**src/rtl/spi_pkg.sv**
```systemverilog
// Shared types and defaults for the SPI responder datapath.
package spi_pkg;

  typedef enum logic {
    IDLE   = 1'b0,
    ACTIVE = 1'b1
  } state_e;

  localparam int SPI_DATA_W_DEFAULT      = 8;
  localparam int SPI_SYNC_STAGES_DEFAULT = 2;

  // With cpha=0 the first sclk edge of a bit samples; with cpha=1 the second one does.
  function automatic logic sample_is_leading(input logic cpha);
    return ~cpha;
  endfunction

endpackage

```
**src/rtl/spi_slave_edge_sync.sv**
```systemverilog
// Brings sclk, mosi and cs_n into the pclk domain and flags sclk/cs_n transitions.
module spi_slave_edge_sync
  import spi_pkg::*;
#(
  parameter int SYNC_STAGES = SPI_SYNC_STAGES_DEFAULT
) (
  input  logic pclk,
  input  logic preset,
  input  logic sclk,
  input  logic mosi,
  input  logic cs_n,
  input  logic cpol,
  output logic sclk_lead,
  output logic sclk_trail,
  output logic mosi_s,
  output logic cs_fall,
  output logic cs_rise,
  output logic cs_n_s
);

  logic [SYNC_STAGES-1:0] sclk_sync_q;
  logic [SYNC_STAGES-1:0] mosi_sync_q;
  logic [SYNC_STAGES-1:0] csn_sync_q;
  logic                   sclk_hist_q;
  logic                   csn_hist_q;
  logic                   sclk_s;

  // Synchronizer chains plus one history flop per edge-detected signal.
  // sclk resets to its idle level so leaving reset never looks like an edge.
  always_ff @(posedge pclk) begin
    if (preset) begin
      sclk_sync_q <= {SYNC_STAGES{cpol}};
      mosi_sync_q <= '0;
      csn_sync_q  <= '1;
      sclk_hist_q <= cpol;
      csn_hist_q  <= 1'b1;
    end else begin
      sclk_sync_q <= {sclk_sync_q[SYNC_STAGES-2:0], sclk};
      mosi_sync_q <= {mosi_sync_q[SYNC_STAGES-2:0], mosi};
      csn_sync_q  <= {csn_sync_q[SYNC_STAGES-2:0], cs_n};
      sclk_hist_q <= sclk_sync_q[SYNC_STAGES-1];
      csn_hist_q  <= csn_sync_q[SYNC_STAGES-1];
    end
  end

  assign sclk_s = sclk_sync_q[SYNC_STAGES-1];
  assign mosi_s = mosi_sync_q[SYNC_STAGES-1];
  assign cs_n_s = csn_sync_q[SYNC_STAGES-1];

  // Leading edge leaves the idle level, trailing edge returns to it.
  assign sclk_lead  = (sclk_s != sclk_hist_q) && (sclk_s != cpol);
  assign sclk_trail = (sclk_s != sclk_hist_q) && (sclk_s == cpol);

  assign cs_fall = csn_hist_q & ~cs_n_s;
  assign cs_rise = ~csn_hist_q & cs_n_s;

endmodule

```
**src/rtl/spi_slave_shifter.sv**
```systemverilog
// SPI responder: frame FSM, bit counter, receive/transmit shifters and
// a single-entry transmit holding register.
module spi_slave_shifter
  import spi_pkg::*;
#(
  parameter int DATA_W      = SPI_DATA_W_DEFAULT,
  parameter int SYNC_STAGES = SPI_SYNC_STAGES_DEFAULT
) (
  input  logic              pclk,
  input  logic              preset,
  input  logic              cpol,
  input  logic              cpha,
  input  logic              lsb_first,
  input  logic              sclk,
  input  logic              mosi,
  input  logic              cs_n,
  output logic              miso,
  output logic              miso_oe,
  input  logic [DATA_W-1:0] tx_data,
  input  logic              tx_valid,
  output logic              tx_ready,
  output logic [DATA_W-1:0] rx_data,
  output logic              rx_valid,
  output logic              busy,
  output logic              tx_underrun
);

  localparam int                CNT_W    = $clog2(DATA_W);
  localparam logic [CNT_W-1:0]  CNT_LAST = CNT_W'(DATA_W - 1);

  state_e state_q, state_d;

  logic              cpol_q, cpol_d;
  logic              cpha_q, cpha_d;
  logic              lsb_q, lsb_d;
  logic [CNT_W-1:0]  bit_cnt_q, bit_cnt_d;
  logic [DATA_W-1:0] rx_shift_q, rx_shift_d;
  logic [DATA_W-1:0] rx_data_q, rx_data_d;
  logic              rx_valid_q, rx_valid_d;
  logic [DATA_W-1:0] tx_shift_q, tx_shift_d;
  logic [DATA_W-1:0] hold_q, hold_d;
  logic              hold_full_q, hold_full_d;
  logic              underrun_q, underrun_d;

  logic              sclk_lead, sclk_trail, mosi_s, cs_fall, cs_rise, cs_n_s;
  logic              active, cpol_eff, sample_lead;
  logic              sample_edge, shift_edge, start, abort, load, accept, rx_done;
  logic [DATA_W-1:0] rx_shift_in;

  assign active   = (state_q == ACTIVE);
  // Edge polarity tracks the live cpol while idle and the frame's latched copy once active.
  assign cpol_eff = active ? cpol_q : cpol;

  spi_slave_edge_sync #(
    .SYNC_STAGES(SYNC_STAGES)
  ) u_edge_sync (
    .pclk      (pclk),
    .preset    (preset),
    .sclk      (sclk),
    .mosi      (mosi),
    .cs_n      (cs_n),
    .cpol      (cpol_eff),
    .sclk_lead (sclk_lead),
    .sclk_trail(sclk_trail),
    .mosi_s    (mosi_s),
    .cs_fall   (cs_fall),
    .cs_rise   (cs_rise),
    .cs_n_s    (cs_n_s)
  );

  // Edges only count inside a frame; the cs_n_s gate lets a same-cycle abort win.
  assign sample_lead = sample_is_leading(cpha_q);
  assign sample_edge = active && !cs_n_s && (sample_lead ? sclk_lead : sclk_trail);
  assign shift_edge  = active && !cs_n_s && (sample_lead ? sclk_trail : sclk_lead);
  assign start       = !active && cs_fall;
  assign abort       = active && cs_rise;

  // A shift edge seen with bit_cnt==0 is either the first edge of a word (cpha=1)
  // or the edge right after a word's final sample (cpha=0); cpha=0 also loads at cs_n assertion.
  assign load   = (start && !cpha) || (shift_edge && (bit_cnt_q == '0));
  assign accept = tx_valid && !hold_full_q;

  assign rx_shift_in = lsb_q ? {mosi_s, rx_shift_q[DATA_W-1:1]}
                             : {rx_shift_q[DATA_W-2:0], mosi_s};
  assign rx_done     = sample_edge && (bit_cnt_q == CNT_LAST);

  // Frame state register.
  always_ff @(posedge pclk) begin
    if (preset) begin
      state_q <= IDLE;
    end else begin
      state_q <= state_d;
    end
  end

  // Frame next state: cs_n edges open and close a frame.
  always_comb begin
    state_d = state_q;
    case (state_q)
      IDLE:    if (cs_fall) state_d = ACTIVE;
      ACTIVE:  if (cs_rise) state_d = IDLE;
      default: state_d = IDLE;
    endcase
  end

  // Datapath next state: mode latch, bit counter, shifters and holding register.
  always_comb begin
    cpol_d      = cpol_q;
    cpha_d      = cpha_q;
    lsb_d       = lsb_q;
    bit_cnt_d   = bit_cnt_q;
    rx_shift_d  = rx_shift_q;
    rx_data_d   = rx_data_q;
    rx_valid_d  = 1'b0;
    tx_shift_d  = tx_shift_q;
    hold_d      = hold_q;
    hold_full_d = hold_full_q;
    underrun_d  = 1'b0;

    if (start) begin
      cpol_d = cpol;
      cpha_d = cpha;
      lsb_d  = lsb_first;
    end

    if (start || abort) begin
      bit_cnt_d  = '0;
      rx_shift_d = '0;
    end else if (sample_edge) begin
      bit_cnt_d  = (bit_cnt_q == CNT_LAST) ? '0 : bit_cnt_q + CNT_W'(1);
      rx_shift_d = rx_shift_in;
    end

    if (rx_done) begin
      rx_data_d  = rx_shift_in;
      rx_valid_d = 1'b1;
    end

    // A load drains the holding register; a write arriving in the same cycle
    // bypasses it, so the register stays empty in that case.
    if (load) begin
      hold_full_d = 1'b0;
    end else if (accept) begin
      hold_d      = tx_data;
      hold_full_d = 1'b1;
    end

    if (abort) begin
      tx_shift_d = '0;
    end else if (load) begin
      if (accept) begin
        tx_shift_d = tx_data;
      end else if (hold_full_q) begin
        tx_shift_d = hold_q;
      end else begin
        tx_shift_d = '0;
        underrun_d = 1'b1;
      end
    end else if (shift_edge) begin
      tx_shift_d = lsb_q ? {1'b0, tx_shift_q[DATA_W-1:1]}
                         : {tx_shift_q[DATA_W-2:0], 1'b0};
    end
  end

  // Datapath registers.
  always_ff @(posedge pclk) begin
    if (preset) begin
      cpol_q      <= 1'b0;
      cpha_q      <= 1'b0;
      lsb_q       <= 1'b0;
      bit_cnt_q   <= '0;
      rx_shift_q  <= '0;
      rx_data_q   <= '0;
      rx_valid_q  <= 1'b0;
      tx_shift_q  <= '0;
      hold_q      <= '0;
      hold_full_q <= 1'b0;
      underrun_q  <= 1'b0;
    end else begin
      cpol_q      <= cpol_d;
      cpha_q      <= cpha_d;
      lsb_q       <= lsb_d;
      bit_cnt_q   <= bit_cnt_d;
      rx_shift_q  <= rx_shift_d;
      rx_data_q   <= rx_data_d;
      rx_valid_q  <= rx_valid_d;
      tx_shift_q  <= tx_shift_d;
      hold_q      <= hold_d;
      hold_full_q <= hold_full_d;
      underrun_q  <= underrun_d;
    end
  end

  assign busy        = active;
  assign miso_oe     = active;
  assign miso        = active ? (lsb_q ? tx_shift_q[0] : tx_shift_q[DATA_W-1]) : 1'b0;
  assign tx_ready    = ~hold_full_q;
  assign rx_data     = rx_data_q;
  assign rx_valid    = rx_valid_q;
  assign tx_underrun = underrun_q;

endmodule

```
**config.mk**
```make
export PLATFORM = sky130hd
export DESIGN_NAME = spi_slave_shifter
export DESIGN_NICKNAME = d
export VERILOG_FILES = /design/src/rtl/spi_pkg.sv /design/src/rtl/spi_slave_edge_sync.sv /design/src/rtl/spi_slave_shifter.sv
export SDC_FILE = /design/constraint.sdc
export NUM_CORES = 1
export LEC_CHECK = 0
export ABC_AREA = 1
export ABC_CLOCK_PERIOD_IN_PS = 1880
export CAP_MARGIN = 40
export CELL_PAD_IN_SITES_DETAIL_PLACEMENT = 1
export CELL_PAD_IN_SITES_GLOBAL_PLACEMENT = 2
export CORE_MARGIN = 3
export CORE_UTILIZATION = 31
export CTS_CLUSTER_SIZE = 8
export DETAILED_ROUTE_END_ITERATION = 10
export PLACE_DENSITY_LB_ADDON = 0.1
export SYNTH_ARGS = -nofsm -noshare
export SYNTH_HDL_FRONTEND = slang
export SYNTH_SLANG_ARGS = --single-unit
```
**constraint.sdc**
```tcl
create_clock -name pclk -period 1.88 [get_ports pclk]
set_clock_uncertainty 0.1 [all_clocks]
set_input_delay 0.282 -clock pclk [delete_from_list [all_inputs] [get_ports pclk]]
set_output_delay 0.282 -clock pclk [all_outputs]
set_load 0.02 [all_outputs]
```
==> impl_summary.log <==
INFO  metric status = finished, final reports clean
INFO  metric insertion_delay = roughly 0.31 ns
INFO  metric drt_first_iter_violations = 47
INFO  metric initial_core_util = 0.324
INFO  metric cts_buffers = 5
INFO  metric design.die.area = just under 0.009 sq mm
INFO  metric netSwitchingPower = 567 uW
INFO  metric dr.pass1.iters = 4
INFO  metric final-max-slew-violation-count = 0
INFO  metric postSynth.asyncResetShare = 0
INFO  metric synth_cells = about 340
INFO  metric clkSlewWorstSetupHoldPaths = roughly 0.09 ns
INFO  metric ys_types = 29
INFO  metric netSwitchingFraction = 0.267
INFO  metric design.core.area = 0.00737 sq mm
INFO  metric postRouteAntennaNets = 0
INFO  metric worstSetupStartpointType = register
INFO  metric port-buffer-count = 30
INFO  metric placed_cell_count = 469
INFO  metric average_instance_area_after_synthesis = around 7.1 sq um
INFO  metric layout_worst_path_cycle_share = 0.955
INFO  metric core.rowCount = 31
INFO  metric synthFlopType = sky130_fd_sc_hd__dfxtp_1
INFO  metric power.ir.vdd_worst = approximately 0.29 mV
INFO  metric unrepaired_setup_endpoints_after_global_routing = no
INFO  metric synthesis.area = 0.00239 sq mm
INFO  metric worst_path_required = 1.50 ns
INFO  metric grt_max_degree = 22
INFO  metric mostFrequentLayoutCells = sky130_fd_sc_hd__nand2_1, sky130_fd_sc_hd__inv_1, sky130_fd_sc_hd__dfxtp_1, sky130_fd_sc_hd__o21ai_0, sky130_fd_sc_hd__nor2_1
INFO  metric combinationalPowerShare = 0.137
INFO  metric hold_path.class = register to register
INFO  metric grt_first_pass_wirelength = 10900 microns
INFO  metric fp.dieH = roughly 94 microns
INFO  metric mostFrequentLayoutCell = sky130_fd_sc_hd__nand2_1
INFO  metric cts_sinks = 50
INFO  metric globalRouteTotalUtil = 0.156
INFO  metric cell_internal_pwr = around 1600 uW
INFO  metric r2r_cells = 8
INFO  metric antenna_cells_inserted = 0
INFO  metric place_hpwl = 4600 microns
INFO  metric detail_route.vias_per_cell = 4.73
INFO  metric seq_power_share = 0.527
INFO  metric whs_path_cells = 1
INFO  metric avgRoutedWirePerCell = between 10 and 15 microns
INFO  metric worst_slew_pin_slew = between 0.3 and 0.4 ns
INFO  metric setup.worst_path.end_class = primary output
INFO  metric finalSetupViolations = 0
INFO  metric globalplace.congestion = 0.792
INFO  metric synthToLayoutAreaGrowth = 25.4%
INFO  metric timing.max_cap.violations = 0
INFO  metric p_clk_frac = 0.336
INFO  metric floorplan.io_pins = 31
INFO  metric detail_route.wirelength = around 6300 microns
INFO  metric cp_max_fo = 10
INFO  metric via_count_of_the_first_global_routing_pass = approximately 2200
INFO  metric clock_path_buffers = 2
INFO  metric syn-num-nets = 358
INFO  metric tns = 0 ns
INFO  metric edff_count_synth = 0
INFO  metric relSlewSlack = 0.742
INFO  metric synthesis.yosys.warnings = 0
INFO  metric max_freq = between 0.5 and 0.6 GHz
INFO  metric drc_errors = 0
INFO  metric cts_tree = yes
INFO  metric finalNetCount = 399
INFO  metric cellPowerDensity = 709 mW/mm^2
INFO  metric grt.overflow.total = 0
INFO  metric leakagePower = between 0.001 and 0.0015 uW
INFO  metric finalPower = approximately 2100 uW
INFO  metric number_of_hold_violations_in_the_final_report = 0
INFO  metric cts-hold-fix-buffers = 0
INFO  metric timing.critical_path.arrival = approximately 1.4 ns
INFO  metric worst-setup-path-type = register to primary output
INFO  metric vias = 2268
INFO  metric clock_tree.root_cell = sky130_fd_sc_hd__clkbuf_8
INFO  metric instances_no_fill = 479
INFO  metric timing.final.crit_period = about 1.8 ns
INFO  metric dieWidth = between 90 and 100 microns
INFO  metric synth-seq-cells = 50
INFO  metric ctsHtreeMaxLevel = 2
INFO  metric tightest_hold_margin = ~0.32 ns
INFO  metric drive_above_1_share = 0.139
INFO  metric post_synthesis_sequential_area_ratio = 0.419
INFO  metric antenna_found_initial = 0
## metal layers
layer	GRT usage	routed length [microns]	part of all wire
met5	0	0	0
met2	0.255	2920	0.47
met4	0.0433	77	0.012
met1	0.211	3090	0.49
met3	0.0280	159	0.025
## sequential cells by signal (all words and copies together), names as in the netlist, 2 cells and up
name and count:
u_edge_sync.mosi_sync_q 2, u_edge_sync.csn_sync_q 2, bit_cnt_q 3, u_edge_sync.sclk_sync_q 2, rx_data 8, rx_shift_q 8, hold_q 8, tx_shift_q 8
## cell usage after synthesis, types with 2 or more instances
library cell / instances / area, sq um
sky130_fd_sc_hd__o211ai_1: 5 / 37.5
sky130_fd_sc_hd__o22ai_1: 8 / 50.1
sky130_fd_sc_hd__nand4_1: 9 / 56.3
sky130_fd_sc_hd__inv_1: 53 / 199
sky130_fd_sc_hd__ha_1: 3 / 37.5
sky130_fd_sc_hd__dfxtp_1: 50 / 1000
sky130_fd_sc_hd__nand3_1: 10 / 50.1
sky130_fd_sc_hd__buf_2: 3 / 15.0
sky130_fd_sc_hd__o21ai_0: 35 / 175
sky130_fd_sc_hd__buf_6: 2 / 22.5
sky130_fd_sc_hd__nand2_1: 61 / 229
sky130_fd_sc_hd__buf_4: 2 / 15.0
sky130_fd_sc_hd__o21ai_1: 3 / 15.0
sky130_fd_sc_hd__nor2_1: 35 / 131
sky130_fd_sc_hd__nand3_2: 3 / 30.0
sky130_fd_sc_hd__clkbuf_1: 7 / 26.3
sky130_fd_sc_hd__a21oi_2: 3 / 26.3
sky130_fd_sc_hd__a21oi_1: 24 / 120
sky130_fd_sc_hd__inv_2: 2 / 7.51
sky130_fd_sc_hd__nand2_2: 9 / 56.3
sky130_fd_sc_hd__or2_2: 2 / 12.5
sky130_fd_sc_hd__nor2_4: 2 / 22.5
## stage by stage
| stage | instance area, sq um | util | setup slack, ns |
|---|---|---|---|
| floorplan | 2390 | - | 0.214 |
| global placement | 2870 | 0.390 | -0.140 |
| detailed placement | 2870 | 0.390 | -0.174 |
| CTS | 2980 | 0.404 | 0.00152 |
| global route | 3000 | 0.407 | 0.0191 |
| finish | 3000 | 0.407 | 0.0846 |
## worst max-delay path: stages (launching register included)
cell,delay (ns)
sky130_fd_sc_hd__dfxtp_1,0.33
sky130_fd_sc_hd__inv_2,0.15
sky130_fd_sc_hd__clkdlybuf4s50_1,0.63
## final timing paths
kind | start | to | slack (ns)
setup / recovery | hold_full_q$_SDFFE_PP0P_ | tx_ready | 0.08
hold / removal | u_edge_sync.csn_sync_q[0]$_SDFF_PP1_ | u_edge_sync.csn_sync_q[1]$_SDFF_PP1_ | 0.32
setup reg to reg | bit_cnt_q[0]$_SDFFE_PP0P_ | tx_shift_q[1]$_SDFFE_PP0P_ | 0.16
hold reg to reg | u_edge_sync.csn_sync_q[0]$_SDFF_PP1_ | u_edge_sync.csn_sync_q[1]$_SDFF_PP1_ | 0.32
## logic make-up (layout without fill, tap and decap cells)
| logic type | count (synthesis) | after routing | share of synthesized area |
|---|---|---|---|
| AO/OA/AOI/OAI | 79 | 79 | 0.181 |
| adder cells (fa/ha/maj) | 3 | 3 | 0.0157 |
| buffers and inverters | 72 | 114 | 0.130 |
| flip-flops | 50 | 50 | 0.419 |
| multiplexers | 1 | 1 | 0.00471 |
| AND/OR/NAND/NOR | 133 | 133 | 0.251 |
## area by class of cell
cell class                      instances  area, sq um
Fill cell                             948         4370
Multi-Input combinational cell        216         1080
Sequential cell                        50         1000
Timing Repair Buffer                   49          469
Inverter                               57          216
Tap cell                               99          124
Clock buffer                            7         96.3
Clock inverter                          1         8.76
## power groups by stage
stage / logic [uW] / clock network [uW] / registers, uW
floorplan: 184 / 0 / 1140
global placement: 290 / 0 / 1140
detailed placement: 295 / 0 / 1140
CTS: 297 / 748 / 1120
global route: 334 / 795 / 1120
finish: 291 / 715 / 1120
## repair_timing
action / in CTS / in global routing
resized for setup: 2 / 2
setup buffers: 0 / 2
setup endpoints to repair: 2 / 4
pin swaps: 0 / 1
Note: power is estimated with default switching activity, not from simulation.
